--- src/rtl/masked_sbox_bram_ctrl.sv ---
// masked_sbox_bram_ctrl: two-cycle dual-port BRAM lookup controller with output backpressure.
// Define MASKED_SBOX_BRAM_CTRL_KEY_PORT_EN to add a round-robin arbitrated key-schedule requester.
module masked_sbox_bram_ctrl #(
  parameter int ADDR_W = 10,
  parameter int DATA_W = 8
) (
  input  logic              clk,
  input  logic              rst,
  input  logic              d_valid,
  output logic              d_ready,
  input  logic [ADDR_W-1:0] d_addra,
  input  logic [ADDR_W-1:0] d_addrb,
`ifdef MASKED_SBOX_BRAM_CTRL_KEY_PORT_EN
  input  logic              k_valid,
  output logic              k_ready,
  input  logic [ADDR_W-1:0] k_addra,
  input  logic [ADDR_W-1:0] k_addrb,
`endif
  output logic [ADDR_W-1:0] bram_addra,
  output logic [ADDR_W-1:0] bram_addrb,
  output logic              bram_en,
  output logic              bram_rst,
  input  logic [DATA_W-1:0] bram_doa,
  input  logic [DATA_W-1:0] bram_dob,
  output logic              out_valid,
  input  logic              out_ready,
  output logic [DATA_W-1:0] out_doa,
  output logic [DATA_W-1:0] out_dob,
  output logic              out_tag
);
  logic v1_q, v1_d, v2_q, v2_d, d_go, k_go;
  logic [ADDR_W-1:0] a_q, a_d, b_q, b_d;
  assign bram_en   = !(out_valid && !out_ready);
  assign bram_rst  = !rst;
  assign out_valid = v2_q;
  assign out_doa   = bram_doa;
  assign out_dob   = bram_dob;
  assign d_go      = d_valid && d_ready;
`ifdef MASKED_SBOX_BRAM_CTRL_KEY_PORT_EN
  logic lg_q, lg_d, t1_q, t1_d, t2_q, t2_d;
  // lg_q records the last winner: 0 = data path, 1 = key schedule
  assign d_ready = bram_en && rst && (!k_valid || lg_q);
  assign k_ready = bram_en && rst && (!d_valid || !lg_q);
  assign k_go    = k_valid && k_ready;
  assign out_tag = t2_q;
  always_comb begin
    bram_addra = k_go ? k_addra : d_go ? d_addra : a_q;
    bram_addrb = k_go ? k_addrb : d_go ? d_addrb : b_q;
    lg_d       = k_go ? 1'b1 : d_go ? 1'b0 : lg_q;
    t1_d       = bram_en ? k_go : t1_q;
    t2_d       = bram_en ? t1_q : t2_q;
  end
  always_ff @(posedge clk or negedge rst) begin
    if (!rst) begin
      lg_q <= 1'b0;
      t1_q <= 1'b0;
      t2_q <= 1'b0;
    end else begin
      lg_q <= lg_d;
      t1_q <= t1_d;
      t2_q <= t2_d;
    end
  end
`else
  assign d_ready = bram_en && rst;
  assign k_go    = 1'b0;
  assign out_tag = 1'b0;
  always_comb begin
    bram_addra = d_go ? d_addra : a_q;
    bram_addrb = d_go ? d_addrb : b_q;
  end
`endif
  // stage 1 = address registered in BRAM, stage 2 = data in BRAM output register
  always_comb begin
    v1_d = bram_en ? (d_go || k_go) : v1_q;
    v2_d = bram_en ? v1_q : v2_q;
    a_d  = bram_addra;
    b_d  = bram_addrb;
  end
  always_ff @(posedge clk or negedge rst) begin
    if (!rst) begin
      v1_q <= 1'b0;
      v2_q <= 1'b0;
      a_q  <= '0;
      b_q  <= '0;
    end else begin
      v1_q <= v1_d;
      v2_q <= v2_d;
      a_q  <= a_d;
      b_q  <= b_d;
    end
  end
endmodule

--- config.mk ---
export PLATFORM = sky130hd
export DESIGN_NAME = masked_sbox_bram_ctrl
export DESIGN_NICKNAME = d
export VERILOG_FILES = /design/src/rtl/masked_sbox_bram_ctrl.sv
export SDC_FILE = /design/constraint.sdc
export NUM_CORES = 1
export LEC_CHECK = 0
export CORE_UTILIZATION = 33
export DETAILED_ROUTE_END_ITERATION = 16
export GPL_TIMING_DRIVEN = 0
export HOLD_SLACK_MARGIN = 0.03
export PLACE_DENSITY = 0.81
export SLEW_MARGIN = 10
export SYNTH_ARGS = -nofsm -noshare
export SYNTH_HDL_FRONTEND = slang
export SYNTH_SLANG_ARGS = --single-unit
--- constraint.sdc ---
create_clock -name clk -period 1.8 [get_ports clk]
set_input_delay 0.27 -clock clk [delete_from_list [all_inputs] [get_ports clk]]
set_output_delay 0.27 -clock clk [all_outputs]
set_load 0.005 [all_outputs]
== Yosys cells after proc, flatten, opt, wreduce, memory -nomap -nowiden ==
Index checks and enable logic that the tools add are counted.

* Bits in registers: 22
* Bits in latches: 0
* Memory bits (writable): 0
* ROM bits: 0
* Input port bits: 40
* Output and inout port bits: 41
* Word-level logic and storage cells: 12
* Memories: 0

* Add/subtract/negate cells: 0
* Multiply operators: 0
* Divide/modulo/power cells: 0
* Magnitude comparators: 0
* Eq/ne operators: 0
* Shifts and indexed selects: 0
* Multiplexer cells: 2
* Bitwise logic cells: 0
* Reduce and logical (&&, ||, !) cells: 6

{| class="wikitable"
|+ Operator list
! operator !! number
|-
| two-way mux 10 bit || 2
|-
| logical AND 1 bit || 3
|-
| logical NOT 1 bit || 3
|}

== Logic depth before layout (Yosys ltp) ==
Gate-level depths: netlist of the first run.

* Depth in word-level cells: 6
* Depth in mapped cells: 4
* Depth with buffers taken out: 3

== Worst setup path before layout of the first run ==
No wires, ideal clock.

* Kind: reg2out
* From: register v2_q (netlist: out_valid)
* To: output bram_addra[0]
* Data arrival time: 1163 ps
* Required time: 1530 ps
* Path slack: 367 ps
* Stages on the path, launching flop included: 5
* Buffers on the path: 1
* Cell sequence: dfrtp_1 nand2b_4 and3_4 buf_12 mux2_4

* Word-level cells in the longest chain between the ends: 5

{| class="wikitable"
|+ Ends and longest elaborated chain
! what !! RTL line !! text
|-
| from (decl) || 31 || <nowiki>logic v1_q, v1_d, v2_q, v2_d, d_go, k_go;</nowiki>
|-
| from (signal assigned) || 88 || <nowiki>v2_q <= v2_d;</nowiki>
|-
| logical AND 1 bit || 33 || <nowiki>assign bram_en = !(out_valid && !out_ready);</nowiki>
|-
| logical NOT 1 bit || 33 ||
|-
| via bram_en || 21 || <nowiki>output logic bram_en,</nowiki>
|-
| logical AND 1 bit || 65 || <nowiki>assign d_ready = bram_en && rst;</nowiki>
|-
| logical AND 1 bit || 38 || <nowiki>assign d_go = d_valid && d_ready;</nowiki>
|-
| two-way mux 10 bit || 69 || <nowiki>bram_addra = d_go ? d_addra : a_q;</nowiki>
|-
| to (decl) || 19 || <nowiki>output logic [ADDR_W-1:0] bram_addra,</nowiki>
|}

The timed path passes the listed nets, and every way through them passes these cells.

== Final worst setup path of the first run ==
* From: register v2_q (netlist: out_valid)
* To: output bram_addrb[7]

* Word-level cells in the longest chain between the ends: 5

{| class="wikitable"
|+ Ends and longest elaborated chain
! what !! RTL line !! text
|-
| logical AND 1 bit || 33 ||
|-
| logical NOT 1 bit || 33 ||
|-
| logical AND 1 bit || 65 ||
|-
| logical AND 1 bit || 38 ||
|-
| two-way mux 10 bit || 70 || <nowiki>bram_addrb = d_go ? d_addrb : b_q;</nowiki>
|-
| to (decl) || 20 || <nowiki>output logic [ADDR_W-1:0] bram_addrb,</nowiki>
|}

No other way between the ends.

==> results.toml, run 1 <==
[outcome]
outcome = "finished, violations left"
violations = "negative setup slack"

[placed_design]
routabilityCongestion = 0.6276
placed_area_um2 = 1755
port_buffers = 63
post-dp-hpwl_um = 1848

[drt]
drc = 0
wirelength_um = 2591
dr.pass1.iters = 2
drt_iter0_markers = 15
antenna_left = 0
wl_per_cell_um = 13.64
vias = 765
drt-vias-per-instance = 4.026

[sta]
worst_pin_slew_ps = 991.7
fin_crit_ps = 1970
rsz0062_at_grt = "true"
fin_crit_sh_pct = 109.4
final.setup_skew_ps = 2.402
fmax_mhz = 507.6
slew_violations = 0
slew_headroom_pct = 33.67
setup_viol = 20
hold_viol_final = 0
fin_ws_ps = -170.1

[cells_and_area]
stdcell_area_um2 = 1949
finalNetCount = 187
syn_to_final_growth_pct = 82.22
num_antenna_cells = 0
drive_gt1_share_pct = 52.05

[logic_synthesis]
synth_fa_ha_area_share_pct = 0
yosys_register_bits = 22
yosysMostFrequentCell = "dfrtp_1"
synthCells = 69
synth_top_area_share_pct = 51.46
synthFlopType = "dfrtp_1"
synth_xor_area_share_pct = 0
synth_edf_count = 0
muxShareOfSynthArea_pct = 27.72
synth_compound_area_share_pct = 0.7018
yosys-top-cells-count = "dfrtp_1, mux2_4, buf_4"
synth_warnings = 0
ys_types = 12
synth-simple-area-share_pct = 3.392
syn_nets = 109
syn_avg_cell_area_um2 = 15.50
ys_seq_area_share_pct = 51.46
ys_async_sr_fraction_pct = 100.0
synth_top_family_by_area = "multiplexers"
syn_area_um2 = 1070
synth.area.top_cells = "dfrtp_1, mux2_4, buf_4"
yosys.area.top_type = "dfrtp_1"

[die]
initial_utilization_pct = 35.04
io_pins = 81
coreArea_um2 = 3053
die_h_um = 58.94
dieArea_um2 = 3473
dieWidth_um = 58.94
row_count = 20

[pwr]
clock_power_share_pct = 18.1
powerDensity_nw_per_um2 = 772.0
ir_worst_vdd_mv = 0.4746
comb_power_share_pct = 41.0
swShare_pct = 23.50
finalPower_mw = 1.505
p_int_mw = 1.151
seqPwrFrac_pct = 40.9
leakagePower_nw = 0.9208
p_sw_mw = 0.3537

[grt]
grt_first_pass_wirelength_um = 3919
antenna_found_initial = 0
grt.total_usage_pct = 15.77
overflow = 0
grt_max_degree = 23
grt_pass1_vias = 838

[cts]
cts_max_level = 1
cts_tree = "built"
cts_inserted_buffers = 3
clockBufferDepth = 2
clkSlewWorstSetupHoldPaths_ps = 120
cts_root_buffer = "clkbuf_4"
clock-sinks = 22
clock_latency_ps = 300

[setup_path]
reg2reg_slack_ps = 320
cp.required_ps = 1530
timing.critical_path.arrival_ps = 1700
crit_path_start_kind = "register"
crit_type = "reg2out"
critical_path.max_fanout = 5
end_kind = "output port"

[job]
cap_viol_max_count = 0

[hold_path]
hold_class = "reg2reg"
logic make-up after synthesis:
logic type             count (synthesis)
DFF                                   22
buffers and inverters                 21
muxes                                 20
and+or+nand+nor                        4
AOI/OAI and AO/OA                      1
other                                  1
path summary, 6_finish.rpt:
kind / start / to / cells after the start
worst min-delay path: v1_q / out_valid / 2
worst min register to register: v1_q / out_valid / 2
max in group asynchronous: rst / b_q[7] / 2
worst max-delay path: out_valid / bram_addrb[7] / 6
worst max register to register: out_valid / a_q[6] / 6
min in group asynchronous: rst / a_q[6] / 2
worst max-delay path, cell delays in order (launching register included):
cell,delay [ps]
dfrtp_1,440
nand2b_4,90
and3_4,200
buf_6,130
buf_12,120
mux2_4,310
buf_6,120
cell usage in the layout (no fill, tap or decap):
cell	synthesis	layout
clkdlybuf4s50_1	0	39
buf_4	17	22
dfrtp_1	22	22
buf_6	0	22
mux2_4	19	20
buf_12	2	4
clkbuf_4	0	3
inv_1	2	2
nand2b_4	1	1
and2_2	1	1
and3_4	1	1
nand2_1	1	1
o21bai_1	1	1
conb_1	1	1
clkbuf_8	0	1
buf_16	0	1
dlygate4sd3_1	0	1
dlygate4sd2_1	0	1
dlymetal6s2s_1	0	1
clkdlybuf4s15_1	0	1
metal layers:
metal	vias to the layer above	part of all wire, %	track usage, %
met2	39	55	26.79
li1	361	-	-
met4	0	1.0	5.102
met3	2	6.3	4.615
met1	363	38	19.14
met5	-	0	0
repair_timing:
action                                  4_1_cts  5_1_grt
endpoints found under the setup margin       43       20
cloned                                        2        0
pin swaps                                     1        0
hold buffers                                  1        0
setup buffers                                 8        1
hold endpoints to repair                     22        0
resized for setup                           111        3
power by group through the flow:
stage	Combinational [mW]	Clock (mW)	Sequential, mW
finish	0.617	0.272	0.616
global route	0.658	0.310	0.624
CTS	0.630	0.287	0.618
detailed placement	0.542	0	0.627
global placement	0.535	0	0.622
floorplan	0.239	0	0.616
state kept, by name (all words and copies together) (netlist names):
| name | flops |
|---|---|
| b_q | 10 |
| a_q | 10 |
| v1_q | 1 |
| out_valid | 1 |
area by class of cell:
cell class              count  area, um^2
fillers                   246        1104
repair buffers             73       784.5
flip-flops and latches     22       550.5
multi-input cells          26       347.8
plain buffers              19       167.7
well taps                  44       55.05
clock buffers               4       36.28
inverters                   2       7.507
per-stage QoR:
step / setup TNS, ps / setup WS, ps / hold WS [ps] / utilization [%] / std cells
6_report: -3116 / -170.1 / 469.0 / 63.85 / 190
5_1_grt: -4522 / -244.5 / 503.7 / 63.85 / 190
4_1_cts: -3990 / -260.5 / 477.1 / 64.26 / 190
3_5_place_dp: -42110 / -1311 / 446.9 / 57.50 / 176
3_3_place_gp: -39500 / -1250 / 427.1 / 57.50 / 176
2_1_floorplan: 0 / 367.0 / -25.59 / - / 69
(Power assumes the default switching activity.)
==> inputs of run 2 (changes only) <==
--- a/config.mk
+++ b/config.mk
@@ -5,7 +5,9 @@
 export SDC_FILE = /design/constraint.sdc
 export NUM_CORES = 1
 export LEC_CHECK = 0
+export CAP_MARGIN = 20
 export CORE_UTILIZATION = 33
+export CTS_BUF_LIST = sky130_fd_sc_hd__clkbuf_16
 export DETAILED_ROUTE_END_ITERATION = 16
 export GPL_TIMING_DRIVEN = 0
 export HOLD_SLACK_MARGIN = 0.03
==> run 2 against run 1 <==
Against the previous run: the run still ends with negative setup slack left; sequential cell count did not move; worst setup slack better by 74 ps; hold slack worse by 15 ps; die area did not move; design area rose by 3.0%; clock skew fell by 1.4 ps; clock-buffer cell count decreased by 1; combinational power grew 0.8%; first-iteration DRC count decreased by 13%; clock power is 71% higher; utilization is 1.9 points higher; wire length is 1.7% higher.
==> results.toml, run 2 (synthesis results as in run 1) <==
[outcome]
outcome = "finished, violations left"
violations = "negative setup slack"

[placed_design]
port_buffers = 63
dp_slack_ps = -1311
post-dp-hpwl_um = 1848
routabilityCongestion = 0.6276

[drt]
drc = 0
drt-vias-per-instance = 4.063
vias = 776
drt_iter0_markers = 13
wl_per_cell_um = 13.80
wirelength_um = 2635
dr.pass1.iters = 2
antenna_left = 0

[setup_path]
cp.required_ps = 1530
end_kind = "output port"
endpoint = "bram_addrb[7]"
reg2regPathDepth = 6
r2r-start = "out_valid"
crit_path_start_kind = "register"
crit_type = "reg2out"
reg2reg_slack_ps = 330
crit_start = "out_valid"
critical_path.max_fanout = 5
rr_endpoint = "a_q[6]"
timing.critical_path.arrival_ps = 1630

[sta]
fin_crit_ps = 1896
rsz0062_at_grt = "true"
fmax_mhz = 527.5
hold_viol_final = 0
fin_ws_ps = -95.86
worst_pin_slew_ps = 577.8
fin_crit_sh_pct = 105.3
setup_viol = 20
slew_violations = 0
final.setup_skew_ps = 1.025
slew_headroom_pct = 61.36
whs_ps = 453.7

[pwr]
p_sw_mw = 0.3739
powerDensity_nw_per_um2 = 848.8
p_int_mw = 1.330
ir_worst_vdd_mv = 0.6142
seqPwrFrac_pct = 36.3
comb_power_share_pct = 36.5
clock_power_share_pct = 27.2
leakagePower_nw = 0.9528
swShare_pct = 21.95

[cells_and_area]
regArea_um2 = 550.5
mostFrequentLayoutCell = "clkdlybuf4s50_1"
reg.largest.list = "a_q: 10 flops, b_q: 10 flops"
drive_gt1_share_pct = 51.70
finalNetCount = 188
final_cell_mix = "clkdlybuf4s50_1, buf_4, dfrtp_1, buf_6, mux2_4"
num_antenna_cells = 0
fill_cells = 245
syn_to_final_growth_pct = 87.60
multi_input_area_um2 = 347.8

[die]
die_h_um = 58.94
io_pins = 81
dieArea_um2 = 3473
coreArea_um2 = 3053
initial_utilization_pct = 35.04
dieWidth_um = 58.94
row_count = 20

[hold_path]
hold_class = "reg2reg"

[grt]
overflow = 0
grt_pass1_vias = 818
grt.total_usage_pct = 15.77
grt_max_degree = 23
antenna_found_initial = 0
grt_first_pass_wirelength_um = 3905

[job]
cap_viol_max_count = 0

[cts]
clkSlewWorstSetupHoldPaths_ps = 60
clock_latency_ps = 250
cts_inserted_buffers = 3
cts_tree = "built"
cts_root_buffer = "clkbuf_16"
cts_max_level = 1
clock-sinks = 22
clockBufferDepth = 2
run 2: cell count changes in the layout (fill, tap and decap cells not counted):
cell,change
clkbuf_8,-1
clkinv_1,+1
clkdlybuf4s50_1,+1
clkbuf_16,+3
clkdlybuf4s15_1,-1
buf_8,+1
clkbuf_4,-3
run 2: power groups by stage:
stage               clock network [mW]  registers (mW)  logic, mW
global placement                     0           0.622      0.535
finish                           0.464           0.618      0.622
CTS                              0.476           0.620      0.631
floorplan                            0           0.616      0.239
global route                     0.500           0.625      0.663
detailed placement                   0           0.627      0.542
run 2: stage by stage:
step / util, % / TNS (ps) / cell area [um^2] / power [mW] / std cells
floorplan: - / 0 / 1070 / 0.8555 / 69
global placement: 57.50 / -39500 / 1755 / 1.157 / 176
detailed placement: 57.50 / -42110 / 1755 / 1.168 / 176
CTS: 65.70 / -2209 / 2006 / 1.727 / 190
global route: 65.74 / -2512 / 2007 / 1.788 / 191
finish: 65.74 / -1591 / 2007 / 1.703 / 191
run 2: cell type report:
type / instances / share of cell area, %
repair buffers: 74 / 39.84
clock inverters: 1 / 0.1870
well taps: 44 / 2.743
flip-flops and latches: 22 / 27.43
plain buffers: 19 / 8.354
multi-input cells: 26 / 17.33
inverters: 2 / 0.3741
clock buffers: 3 / 3.741
run 2: worst max-delay path, stage by stage (launching register included):
cell and delay, ps:
dfrtp_1 420, nand2b_4 90, and3_4 200, buf_6 130
buf_12 120, mux2_4 310, buf_6 120
run 2: worst min-delay path by stage:
stage                endpoint  cells past startpoint  from  slack (ps)
floorplan              a_q[0]                      0   rst         -30
global placement    out_valid                      2  v1_q         430
detailed placement  out_valid                      2  v1_q         450
CTS                 out_valid                      2  v1_q         460
global route        out_valid                      2  v1_q         490
finish              out_valid                      2  v1_q         450
run 2: metal layers:
metal	part of all wire, %	vias up	global-route usage (%)
met3	6.2	2	4.615
met1	38	373	19.56
met5	0	-	0
met4	1.0	0	4.082
li1	-	362	-
met2	55	39	26.79
run 2: what timing repair did:
item,in CTS,in global routing
endpoints found under the hold margin,22,0
buffers inserted,8,1
gates resized for setup,110,2
hold buffers,1,0
cloned,2,0
pin swaps,1,0
endpoints found under the setup margin,43,21
==> inputs of run 3 (changes only) <==
--- a/config.mk
+++ b/config.mk
@@ -6,12 +6,14 @@
 export NUM_CORES = 1
 export LEC_CHECK = 0
 export CAP_MARGIN = 20
+export CORE_MARGIN = 10
 export CORE_UTILIZATION = 33
 export CTS_BUF_LIST = sky130_fd_sc_hd__clkbuf_16
 export DETAILED_ROUTE_END_ITERATION = 16
 export GPL_TIMING_DRIVEN = 0
 export HOLD_SLACK_MARGIN = 0.03
 export PLACE_DENSITY = 0.81
+export REMOVE_ABC_BUFFERS = 1
 export SLEW_MARGIN = 10
 export SYNTH_ARGS = -nofsm -noshare
 export SYNTH_HDL_FRONTEND = slang
==> run 3 against run 2 <==
Against the previous run: sequential cell count is the same; the flow still finishes with violations (negative setup slack); highest routed layer is now met3; largest cell class unchanged; first-iteration DRC count increased by 46%; critical endpoint is now bram_addra[7]; critical path depth is 1 lower; final cell count shrank 9.9%.
==> results.toml, run 3 (synthesis results as in run 1) <==
[cts]
clock_latency_ps = 250
clock-sinks = 22
cts_tree = "built"
cts_root_buffer = "clkbuf_16"
cts_inserted_buffers = 3
clkSlewWorstSetupHoldPaths_ps = 60
clockBufferDepth = 2
cts_max_level = 1

[sta]
fin_tns_setup_ps = -36.11
final.setup_skew_ps = 3.403
slew_violations = 0
fin_ws_ps = -12.07
setup_viol = 7
fin_crit_sh_pct = 100.7
fin_crit_ps = 1812
fmax_mhz = 551.9
rsz0062_at_grt = "true"
hold_viol_final = 0

[grt]
grt_max_degree = 23
antenna_found_initial = 0
grt_pass1_vias = 906
overflow = 0
grt_first_pass_wirelength_um = 4912
grt.total_usage_pct = 10.52

[die]
dieArea_um2 = 5919
die_h_um = 76.94
initial_utilization_pct = 34.76
row_count = 20
io_pins = 81
dieWidth_um = 76.94
coreArea_um2 = 3078

[drt]
wl_per_cell_um = 17.95
vias = 730
antenna_left = 0
drt-vias-per-instance = 4.244
wirelength_um = 3088
dr.pass1.iters = 4
drc = 0
drt_iter0_markers = 19

[setup_path]
crit_chain = "nand2b_4 -> and3_4 -> buf_6 -> mux2_4 -> buf_6"
crit_path_start_kind = "register"
path_common_cell = "buf_6"
crit_path_max_incr_delay_ps = 400
timing.critical_path.arrival_ps = 1540
end_kind = "output port"
crit_type = "reg2out"
crit_start = "out_valid"
r2r-start = "out_valid"
cp.required_ps = 1530
crit_buf_inv = 2
crit_family = "flip-flops"
critical_path.max_fanout = 5
critPathSlowestCell = "dfrtp_1"

[pwr]
comb_power_share_pct = 35.5
ir_worst_vdd_mv = 0.3983
powerDensity_nw_per_um2 = 922.6
finalPower_mw = 1.673
p_sw_mw = 0.3751
p_int_mw = 1.298
leakagePower_nw = 0.8714
swShare_pct = 22.42
seqPwrFrac_pct = 36.9
clock_power_share_pct = 27.6

[cells_and_area]
drive_gt1_share_pct = 57.03
mostFrequentLayoutCell = "buf_6"
num_antenna_cells = 0
syn_to_final_growth_pct = 69.47
finalNetCount = 169
final_cell_mix = "buf_6, clkdlybuf4s50_1, dfrtp_1, mux2_4, buf_4"
reg.largest.list = "a_q: 10 flops, b_q: 10 flops"

[outcome]
violations = "negative setup slack"
outcome = "finished, violations left"

[job]
cap_viol_max_count = 0

[placed_design]
post-dp-hpwl_um = 1974
routabilityCongestion = 0.6349
port_buffers = 47

[hold_path]
hold_class = "reg2reg"
worstHoldStart = "v1_q"
==> run 3: changes by cell type in the layout (fill, tap and decap cells not counted) <==
cell,before,now
buf_2,0,1
dlygate4sd2_1,1,2
and3_4,1,4
clkdlybuf4s50_1,40,23
buf_6,22,33
buf_8,1,0
buf_12,4,0
buf_4,22,8
clkbuf_2,0,1
==> run 3: metrics by stage <==
step	instances	utilization (%)	worst slack (ps)	hold WS (ps)	area (um^2)
2_1_floorplan	50	-	249.9	-25.59	902.1
3_3_place_gp	141	46.38	-1421	421.8	1428
3_5_place_dp	141	46.38	-1491	431.9	1428
4_1_cts	168	56.18	-34.40	446.5	1729
5_1_grt	172	58.90	-75.88	478.1	1813
6_report	172	58.90	-12.07	448.1	1813
==> run 3: metal layers <==
layer	GRT usage (%)	share of wire, %
met1	11.61	40
met2	15.68	45
met3	8.042	15
met4	2.230	0
met5	0	0
==> run 3: timing repair <==
item / 4_1_cts / 5_1_grt
hold buffers: 1 / 0
setup buffers: 19 / 3
resized for setup: 116 / 9
gates cloned: 3 / 0
pin swaps: 1 / 3
endpoints found under the setup margin: 43 / 20
endpoints found under the hold margin: 22 / 0
==> run 3: power by group through the flow <==
stage / Sequential [mW] / Combinational, mW / Clock [mW]
after floorplan: 0.616 / 0.196 / 0
after global placement: 0.621 / 0.468 / 0
after detailed placement: 0.624 / 0.477 / 0
after CTS: 0.617 / 0.559 / 0.478
after global routing: 0.627 / 0.646 / 0.497
final: 0.616 / 0.594 / 0.462
==> run 3: final cells by class <==
type	count	area, um^2
clock buffer	3	75.07
clock inverter	1	3.754
fill	273	1265
inverter	2	7.507
multi-input combinational	29	381.6
sequential	22	550.5
tap	44	55.05
timing repair buffer	71	739.5
==> run 3: worst min-delay path: stages, from the launching register on <==
cell and delay (ps):
dfrtp_1 320, inv_1 40, nand2_1 50
==> run 3: path summary, 6_finish.rpt <==
path,cells past startpoint,slack (ps),end
min in group asynchronous,2,540,b_q[5]
max in group asynchronous,3,830,b_q[1]
max reg2reg,5,390,b_q[2]
min,2,450,out_valid
min reg2reg,2,450,out_valid
max,5,-10,bram_addra[7]
